===== src/rtl/pll_mgmt_responder.sv =====
// Avalon-MM slave holding pending/active PLL divider registers; an apply write
// stalls the bus, commits pending to active, then models relock on `locked`.
module pll_mgmt_responder #(
    parameter logic [31:0] M_INIT       = 32'h00808,
    parameter logic [31:0] N_INIT       = 32'h10000,
    parameter logic [31:0] K_INIT       = 32'hB33332DD,
    parameter logic [31:0] C_INIT       = 32'h20302,
    parameter int          APPLY_CYCLES = 16,
    parameter int          LOCK_CYCLES  = 64
) (
    input  logic        clk,
    input  logic        rst_n,
    input  logic [5:0]  mgmt_address,
    input  logic        mgmt_write,
    input  logic [31:0] mgmt_writedata,
    input  logic        mgmt_read,
    output logic [31:0] mgmt_readdata,
    output logic        mgmt_readdatavalid,
    output logic        mgmt_waitrequest,
    input  logic        pll_rst,
    output logic        locked,
    output logic [31:0] m_cfg,
    output logic [31:0] n_cfg,
    output logic [31:0] k_cfg,
    output logic [31:0] c0_cfg,
    output logic [3:0]  bw_cfg,
    output logic [3:0]  cp_cfg,
    output logic        cfg_applied
);

    generate
        if (APPLY_CYCLES < 1 || APPLY_CYCLES > 65535 || LOCK_CYCLES < 1 || LOCK_CYCLES > 65535 ||
            M_INIT == 32'd0 || N_INIT == 32'd0 || K_INIT == 32'd0 || C_INIT == 32'd0) begin : g_bad_param
            $error("pll_mgmt_responder: zero or out-of-range parameter");
        end
    endgenerate

    localparam logic [15:0] APPLY_LOAD = 16'(APPLY_CYCLES);
    localparam logic [15:0] LOCK_LOAD  = 16'(LOCK_CYCLES);

    typedef enum logic [1:0] {ST_IDLE, ST_APPLY, ST_RELOCK} state_t;

    state_t      state, state_nx;
    logic [15:0] count, count_nx;
    logic        apply_done;
    logic        wr_acc, rd_acc, apply_req, busy;
    logic [31:0] rd_mux;

    logic [31:0] mode, pend_m, pend_n, pend_k, pend_c0;
    logic [3:0]  pend_bw, pend_cp;

    assign mgmt_waitrequest = (state == ST_APPLY);
    assign busy             = (state != ST_IDLE);
    assign locked           = (state == ST_IDLE) && !pll_rst;

    // A simultaneous read is dropped in favour of the write.
    assign wr_acc    = mgmt_write && !mgmt_waitrequest;
    assign rd_acc    = mgmt_read && !mgmt_write && !mgmt_waitrequest;
    assign apply_req = wr_acc && (mgmt_address == 6'd2);

    always_ff @(posedge clk or negedge rst_n) begin
        if (!rst_n) begin
            state <= ST_RELOCK;
            count <= LOCK_LOAD;
        end else begin
            state <= state_nx;
            count <= count_nx;
        end
    end

    always_comb begin
        state_nx   = state;
        count_nx   = count;
        apply_done = 1'b0;
        case (state)
            ST_IDLE: begin
                if (apply_req) begin
                    state_nx = ST_APPLY;
                    count_nx = APPLY_LOAD;
                end else if (pll_rst) begin
                    state_nx = ST_RELOCK;
                    count_nx = LOCK_LOAD;
                end
            end
            ST_APPLY: begin
                if (count == 16'd1) begin
                    apply_done = 1'b1;
                    state_nx   = ST_RELOCK;
                    count_nx   = LOCK_LOAD;
                end else begin
                    count_nx = count - 16'd1;
                end
            end
            ST_RELOCK: begin
                if (apply_req) begin
                    state_nx = ST_APPLY;
                    count_nx = APPLY_LOAD;
                end else if (pll_rst) begin
                    count_nx = LOCK_LOAD;
                end else if (count == 16'd1) begin
                    state_nx = ST_IDLE;
                end else begin
                    count_nx = count - 16'd1;
                end
            end
            default: begin
                state_nx = ST_IDLE;
                count_nx = 16'd0;
            end
        endcase
    end

    always_comb begin
        rd_mux = 32'd0;
        case (mgmt_address)
            6'd0:    rd_mux = mode;
            6'd1:    rd_mux = {30'd0, locked, busy};
            6'd3:    rd_mux = pend_n;
            6'd4:    rd_mux = pend_m;
            6'd5:    rd_mux = pend_c0;
            6'd7:    rd_mux = pend_k;
            6'd8:    rd_mux = {28'd0, pend_bw};
            6'd9:    rd_mux = {28'd0, pend_cp};
            default: rd_mux = 32'd0;
        endcase
    end

    always_ff @(posedge clk or negedge rst_n) begin
        if (!rst_n) begin
            mode               <= 32'd0;
            pend_m             <= M_INIT;
            pend_n             <= N_INIT;
            pend_k             <= K_INIT;
            pend_c0            <= C_INIT;
            pend_bw            <= 4'd7;
            pend_cp            <= 4'd1;
            m_cfg              <= M_INIT;
            n_cfg              <= N_INIT;
            k_cfg              <= K_INIT;
            c0_cfg             <= C_INIT;
            bw_cfg             <= 4'd7;
            cp_cfg             <= 4'd1;
            cfg_applied        <= 1'b0;
            mgmt_readdata      <= 32'd0;
            mgmt_readdatavalid <= 1'b0;
        end else begin
            cfg_applied        <= apply_done;
            mgmt_readdatavalid <= rd_acc;
            if (rd_acc) begin
                mgmt_readdata <= rd_mux;
            end
            if (wr_acc) begin
                case (mgmt_address)
                    6'd0:    mode    <= mgmt_writedata;
                    6'd3:    pend_n  <= mgmt_writedata;
                    6'd4:    pend_m  <= mgmt_writedata;
                    6'd5:    pend_c0 <= mgmt_writedata;
                    6'd7:    pend_k  <= mgmt_writedata;
                    6'd8:    pend_bw <= mgmt_writedata[3:0];
                    6'd9:    pend_cp <= mgmt_writedata[3:0];
                    default: ;
                endcase
            end
            // Writes are stalled during APPLY, so the commit never races a write.
            if (apply_done) begin
                m_cfg  <= pend_m;
                n_cfg  <= pend_n;
                k_cfg  <= pend_k;
                c0_cfg <= pend_c0;
                bw_cfg <= pend_bw;
                cp_cfg <= pend_cp;
            end
        end
    end

endmodule


===== config.mk =====
export PLATFORM = sky130hd
export DESIGN_NAME = pll_mgmt_responder
export DESIGN_NICKNAME = d
export VERILOG_FILES = /design/src/rtl/pll_mgmt_responder.sv
export SDC_FILE = /design/constraint.sdc
export NUM_CORES = 1
export LEC_CHECK = 0
export CAP_MARGIN = 15
export CELL_PAD_IN_SITES_DETAIL_PLACEMENT = 0
export CELL_PAD_IN_SITES_GLOBAL_PLACEMENT = 1
export CORE_UTILIZATION = 41
export DETAILED_ROUTE_END_ITERATION = 8
export PLACE_DENSITY = 0.82
export SKIP_CTS_REPAIR_TIMING = 1
export SLEW_MARGIN = 10
export SYNTH_ARGS = -nofsm -noshare
export SYNTH_HDL_FRONTEND = slang
export SYNTH_SLANG_ARGS = --single-unit

===== constraint.sdc =====
create_clock -name clk -period 2.1 [get_ports clk]
set_clock_uncertainty 0.05 [all_clocks]
set_input_delay 0.21 -clock clk [delete_from_list [all_inputs] [get_ports clk]]
set_output_delay 0.21 -clock clk [all_outputs]
set_load 0.01 [all_outputs]

## Word-level counts from Yosys, hierarchy flattened

Index checks and enable logic that the tools add are counted.

- Bits in registers: 356
- Latch bits: 0
- Memory bits (writable): 0
- ROM bits: 0
- Memories kept: 0

- $add $sub $neg: 1
- Multiply operators: 0
- Div/mod/pow operators: 0
- Magnitude comparators: 0
- Eq/ne operators: 16
- Shift operators: 0
- Muxes and demuxes: 17
- Bitwise operators: 0
- Reduce and logical (&&, ||, !) cells: 20

Operators by type and width:

| cell | number |
|---|---|
| $pmux W32 S8 | 1 |
| $mux W16 | 6 |
| $pmux W16 S3 | 1 |
| $eq A6 B3 Y1 const B | 3 |
| $eq A16 B1 Y1 const B | 1 |
| $reduce_and A2 Y1 | 8 |
| $sub A16 B1 Y16 const B | 1 |
| $eq A6 B2 Y1 const B | 2 |
| $eq A6 B4 Y1 const B | 2 |
| $mux W2 | 6 |
| $ne A3 B3 Y1 const B | 3 |
| $eq A6 B1 Y1 const B | 1 |
| $logic_not A6 Y1 | 1 |
| $pmux W2 S3 | 1 |
| $logic_and A1 B1 Y1 | 5 |
| $ne A4 B4 Y1 const B | 1 |
| $reduce_and A4 Y1 | 1 |
| $logic_not A1 Y1 | 3 |
| $eq A2 B1 Y1 const B | 1 |
| $eq A2 B2 Y1 const B | 1 |
| $logic_not A2 Y1 | 1 |
| $mux W1 | 2 |
| $ne A2 B1 Y1 const B | 1 |
| $reduce_bool A2 Y1 | 1 |

## Logic depth before layout (Yosys ltp)

- Word-level depth: 6
- Mapped depth: 9
- Gate-level depth less buffers: 7

## Worst setup path after synthesis

Ideal clock, no wire load.

- Path kind: reg2reg
- Start point: register count[1]
- End point: register bw_cfg[3]
- Setup time: 0.125 ns
- Arrival: 2.037 ns
- Slack: -0.112 ns
- Cell stages (with the launch flop): 10
- Path buffers: 2
- Clock period less this slack: 2.212 ns
- Path through: dfrtp_1 -> inv_1 -> ha_1 -> or4b_4 -> nor2_8 -> nand2_4 -> nor2_4 -> buf_12 -> buf_12 -> mux2_4

- Word-level cells in the longest chain between the ends: 3

RTL lines:

| item | RTL line | RTL |
|---|---|---|
| start, declared | 44 | `logic [15:0] count, count_nx;` |
| start signal, assigned | 67 | `count <= count_nx;` |
| $eq A16 B1 Y1 | 86 | `if (count == 16'd1) begin` |
| $mux W1 | 86 |  |
| $mux W1 | 75 | `case (state)` |
| end signal, assigned | 170 | `bw_cfg <= pend_bw;` |
| end, declared | 26 | `output logic [3:0] bw_cfg,` |

Every way passes these cells.
A chain may end at the register's enable or synchronous reset.

## Worst setup path in the final report

- Start point: register count[1]
- End point: register m_cfg[15]

- Word-level cells in the longest chain between the ends: 3

RTL lines:

| item | RTL line | RTL |
|---|---|---|
| $eq A16 B1 Y1 | 86 |  |
| $mux W1 | 86 |  |
| $mux W1 | 75 |  |
| end signal, assigned | 166 | `m_cfg <= pend_m;` |
| end, declared | 22 | `output logic [31:0] m_cfg,` |

Every way passes these cells.

==> flow_summary.html <==
<table>
<tr><th>Metric</th><th>Value</th></tr>
<tr><th colspan="2">Placement</th></tr>
<tr><td>Port bufs</td><td>between 200 and 250</td></tr>
<tr><td>Cell area reported after detailed placement</td><td>around 19000 sq um</td></tr>
<tr><td>Detailed Place HPWL</td><td>approximately 27000 um</td></tr>
<tr><td>Post-Place Setup Slack</td><td>-0.250 ns</td></tr>
<tr><td>Number of cells after detailed placement</td><td>around 1800</td></tr>
<tr><td>Routability Congestion</td><td>between 0.8 and 0.9</td></tr>
<tr><th colspan="2">STA</th></tr>
<tr><td>Share of the clock period used by the worst path</td><td>113%</td></tr>
<tr><td>Endpoints failing hold</td><td>0</td></tr>
<tr><td>RSZ-0062 raised after global routing</td><td>yes</td></tr>
<tr><td>Max transition margin</td><td>approximately 65%</td></tr>
<tr><td>Post-Route Hold Slack</td><td>just under 0.08 ns</td></tr>
<tr><td>Min setup slack post-route</td><td>-0.270 ns</td></tr>
<tr><td>Actual slew at the worst max-slew pin</td><td>between 0.5 and 0.6 ns</td></tr>
<tr><td>Peak clock frequency supported by timing</td><td>roughly 420 MHz</td></tr>
<tr><td>Number of endpoints failing setup at the final stage</td><td>140</td></tr>
<tr><td>Shortest clock period the worst path allows after layout</td><td>2.37 ns</td></tr>
<tr><td>Final Max Tran Viols</td><td>0</td></tr>
<tr><th colspan="2">Cells and area</th></tr>
<tr><td>Area grow syn2layout</td><td>31.9%</td></tr>
<tr><td>Fill cell instance count of the final layout</td><td>3045</td></tr>
<tr><td>Layout cells sized above 1</td><td>between 30% and 40%</td></tr>
<tr><td>Fin area</td><td>between 20000 and 25000 sq um</td></tr>
<tr><td>Commonest cells after routing, fill and taps aside</td><td>dfrtp_1 (296), clkdlybuf4s50_1 (210), mux2_4 (122), mux2_2 (109), buf_4 (77)</td></tr>
<tr><td>Post-layout instance count excluding filler cells</td><td>1901</td></tr>
<tr><td>Nets</td><td>approximately 1400</td></tr>
<tr><td>Most common cell after layout, fill and taps aside</td><td>dfrtp_1</td></tr>
<tr><th colspan="2">Yosys</th></tr>
<tr><td>Netlist area before placement</td><td>15600 sq um</td></tr>
<tr><td>Post-Syn Area per Cell</td><td>approximately 15 sq um</td></tr>
<tr><td>Share of flip-flops with an asynchronous set or reset</td><td>100%</td></tr>
<tr><td>Fraction of the yosys area taken by sequential cells</td><td>57.8%</td></tr>
<tr><td>Flop and latch count out of synthesis</td><td>~360</td></tr>
<tr><td>Flip-flop cell with the highest count after synthesis</td><td>dfrtp_1</td></tr>
<tr><td>Number of flops mapped to enable cells by yosys</td><td>0</td></tr>
<tr><td>Number of distinct standard cells referenced by the synthesized netlist</td><td>67</td></tr>
<tr><td>Yosys warnings</td><td>0</td></tr>
<tr><td>Number of cells produced by synthesis</td><td>~1100</td></tr>
<tr><td>Syn_nets</td><td>about 1100</td></tr>
<tr><th colspan="2">Critical path</th></tr>
<tr><td>Most prevalent standard cell on the critical path</td><td>buf_12</td></tr>
<tr><td>Critical path data required time</td><td>2.48 ns</td></tr>
<tr><td>Cell class contributing the biggest share of worst-path delay</td><td>simple AND/OR/NAND/NOR gates</td></tr>
<tr><td>Critical path, cell by cell</td><td>inv_2 -&gt; ha_4 -&gt; or4b_4 -&gt; nor2_8 -&gt; nand2_4 -&gt; nor2_4 -&gt; buf_12 -&gt; buf_12 -&gt; mux2_2</td></tr>
<tr><td>Start point of the critical path</td><td>count[1]</td></tr>
<tr><td>Worst Path Class, Setup</td><td>reg -&gt; reg</td></tr>
<tr><td>Crit path buf inv count</td><td>3</td></tr>
<tr><td>Worst EP arrival</td><td>2.75 ns</td></tr>
<tr><td>Sort of element at the start of the critical path</td><td>register</td></tr>
<tr><td>Launching point of the worst reg2reg path</td><td>count[1]</td></tr>
<tr><td>Largest driver fanout on the critical path</td><td>15</td></tr>
<tr><td>Critical-path cell with the highest stage delay</td><td>or4b_4</td></tr>
<tr><td>Peak per-stage delay on the critical path</td><td>0.50 ns</td></tr>
<tr><td>Critical path capture point type</td><td>register</td></tr>
<tr><th colspan="2">Job</th></tr>
<tr><td>Max-capacitance violation count</td><td>0</td></tr>
<tr><th colspan="2">Global routing</th></tr>
<tr><td>Via count of the first global-routing pass</td><td>around 11000</td></tr>
<tr><td>Overflow left after global routing</td><td>0</td></tr>
<tr><td>Total track usage</td><td>approximately 21%</td></tr>
<tr><td>Global-route wire length before repair</td><td>63500 um</td></tr>
<tr><td>Pin count of the biggest net entering global routing</td><td>between 90 and 100</td></tr>
<tr><td>Number of antenna violations at the first check in global routing</td><td>1</td></tr>
<tr><th colspan="2">Routing</th></tr>
<tr><td>Average vias per placed instance</td><td>5.36</td></tr>
<tr><td>Total via count in the routed design</td><td>10200</td></tr>
<tr><td>Number of DRC violations after detailed routing</td><td>0</td></tr>
<tr><td>Initial DRC count</td><td>around 640</td></tr>
<tr><td>Count of nets left with antenna violations after detail routing</td><td>0</td></tr>
<tr><td>Wirelength, routed</td><td>41500 um</td></tr>
<tr><td>Routed WL per cell</td><td>about 22 um</td></tr>
<tr><td>Count of TritonRoute iterations in the first routing pass</td><td>6</td></tr>
<tr><th colspan="2">Power and ir drop</th></tr>
<tr><td>Worst vdd ir</td><td>~530 uV</td></tr>
<tr><td>Total power consumption of the routed design</td><td>approximately 17000 uW</td></tr>
<tr><td>Total leakage power</td><td>just over 0.009 uW</td></tr>
<tr><td>Power density over the cells</td><td>between 800 and 900 nW/um^2</td></tr>
<tr><th colspan="2">Outcome</th></tr>
<tr><td>Violations in the final reports</td><td>negative setup slack</td></tr>
<tr><td>Result of the run</td><td>finished, violations left</td></tr>
<tr><th colspan="2">Die</th></tr>
<tr><td>Floorplan Core Area</td><td>~37000 sq um</td></tr>
<tr><td>Top Ports</td><td>~220</td></tr>
<tr><td>Row Count</td><td>70</td></tr>
<tr><td>Width of the die</td><td>around 200 um</td></tr>
<tr><td>Initial core utilization</td><td>a little over two fifths</td></tr>
<tr><td>Chip Height</td><td>197 um</td></tr>
<tr><td>Die Outline Area</td><td>38700 sq um</td></tr>
<tr><th colspan="2">CTS</th></tr>
<tr><td>H-tree levels</td><td>2</td></tr>
<tr><td>Clock latency at the later pin of the worst-skew pair</td><td>roughly 0.55 ns</td></tr>
<tr><td>CTS clock-pin slew for the worst setup and hold paths</td><td>approximately 0.06 ns</td></tr>
<tr><td>Clock tree buffer depth</td><td>3</td></tr>
<tr><td>Number of sinks driven by the clock tree</td><td>356</td></tr>
<tr><td>Root Buffer Master</td><td>clkbuf_16</td></tr>
<tr><td>TritonCTS clock tree</td><td>built</td></tr>
<tr><td>TritonCTS buffer count</td><td>39</td></tr>
<tr><th colspan="2">Hold path</th></tr>
<tr><td>Class of the tightest hold or removal check</td><td>in -&gt; async</td></tr>
</table>
## power breakdown
part	total, uW	internal (uW)	switching [uW]
Sequential	7880	7450	431
Clock	7020	4230	2800
Combinational	2190	1070	1120
## worst register-to-register path, delay by kind of cell, from the launching register on
| kind | cells | cell delay, ns |
|---|---|---|
| and+or+nand+nor | 4 | 0.85 |
| muxes | 1 | 0.35 |
| DFF | 1 | 0.39 |
| buffers and inverters | 3 | 0.50 |
| adders and majority gates | 1 | 0.12 |
## synthesized netlist by cell type (3+ instances only)
| library cell | number | share of area, % |
|---|---|---|
| nor2_1 | 17 | 0.41 |
| nand2_1 | 72 | 1.7 |
| and2_1 | 4 | 0.16 |
| a21o_1 | 3 | 0.14 |
| o21ai_1 | 11 | 0.35 |
| buf_6 | 5 | 0.36 |
| o2111ai_1 | 3 | 0.17 |
| a31oi_1 | 3 | 0.12 |
| o21ai_0 | 58 | 1.9 |
| inv_1 | 8 | 0.19 |
| a2111oi_2 | 3 | 0.29 |
| nand3_1 | 9 | 0.29 |
| a222oi_1 | 31 | 2.0 |
| mux2i_1 | 35 | 2.3 |
| a21oi_1 | 12 | 0.39 |
| mux2_1 | 91 | 6.6 |
| dfstp_2 | 60 | 10 |
| a211oi_1 | 4 | 0.19 |
| nor3_1 | 6 | 0.19 |
| buf_12 | 11 | 1.4 |
| dfrtp_1 | 296 | 48 |
| clkbuf_1 | 21 | 0.51 |
| a2111oi_0 | 3 | 0.17 |
| mux2_4 | 100 | 9.7 |
| buf_2 | 28 | 0.90 |
| a22oi_1 | 5 | 0.24 |
| xnor2_1 | 9 | 0.51 |
| o22ai_1 | 3 | 0.12 |
| mux2_2 | 113 | 8.2 |
## metrics by stage
stage	util (%)	TNS, ns
6_report	55.5	-26.09
4_1_cts	54.6	-27.70
3_5_place_dp	51.0	-44.84
3_3_place_gp	51.0	-32.99
5_1_grt	55.5	-37.05
2_1_floorplan	-	-13.01
## kinds of logic after synthesis
| family | count (synthesis) | share of synthesized area (%) |
|---|---|---|
| AOI/OAI and AO/OA | 152 | 6.87 |
| DFF | 356 | 57.8 |
| adders and majority gates | 2 | 0.161 |
| and+or+nand+nor | 136 | 4.59 |
| xor gates and xnor gates | 9 | 0.507 |
| buffers and inverters | 74 | 3.43 |
| muxes | 339 | 26.7 |
## final timing paths
kind                            slack [ns]  depth (start not counted)                 to
worst min-delay path                  0.08                          2           n_cfg[2]
worst max-delay path                 -0.27                          9          m_cfg[15]
min in group clk                      0.27                          4   mgmt_readdata[5]
worst min register to register        0.44                          2  mgmt_readdata[23]
worst max register to register       -0.27                          9          m_cfg[15]
max in group asynchronous             1.08                          3         pend_k[31]
## per-layer routing
metal  vias to the layer above  GRT usage [%]  wire, um
met1                      5291           29.1     18900
met5                         -              0         0
li1                       4522              -         -
met2                       308           35.1     19900
met4                         0           6.98       986
met3                        64           3.52      1840
## cell type report
class	instances	area (sq um)	area share (%)
Sequential cell	356	8980	43.8
Multi-Input combinational cell	639	6260	30.5
Timing Repair Buffer	321	3290	16.0
Clock buffer	60	1170	5.69
Tap cell	504	631	3.07
Clock inverter	12	154	0.750
Inverter	8	30.0	0.146
Antenna cell	1	2.50	0.0122
(Power assumes the default switching activity.)
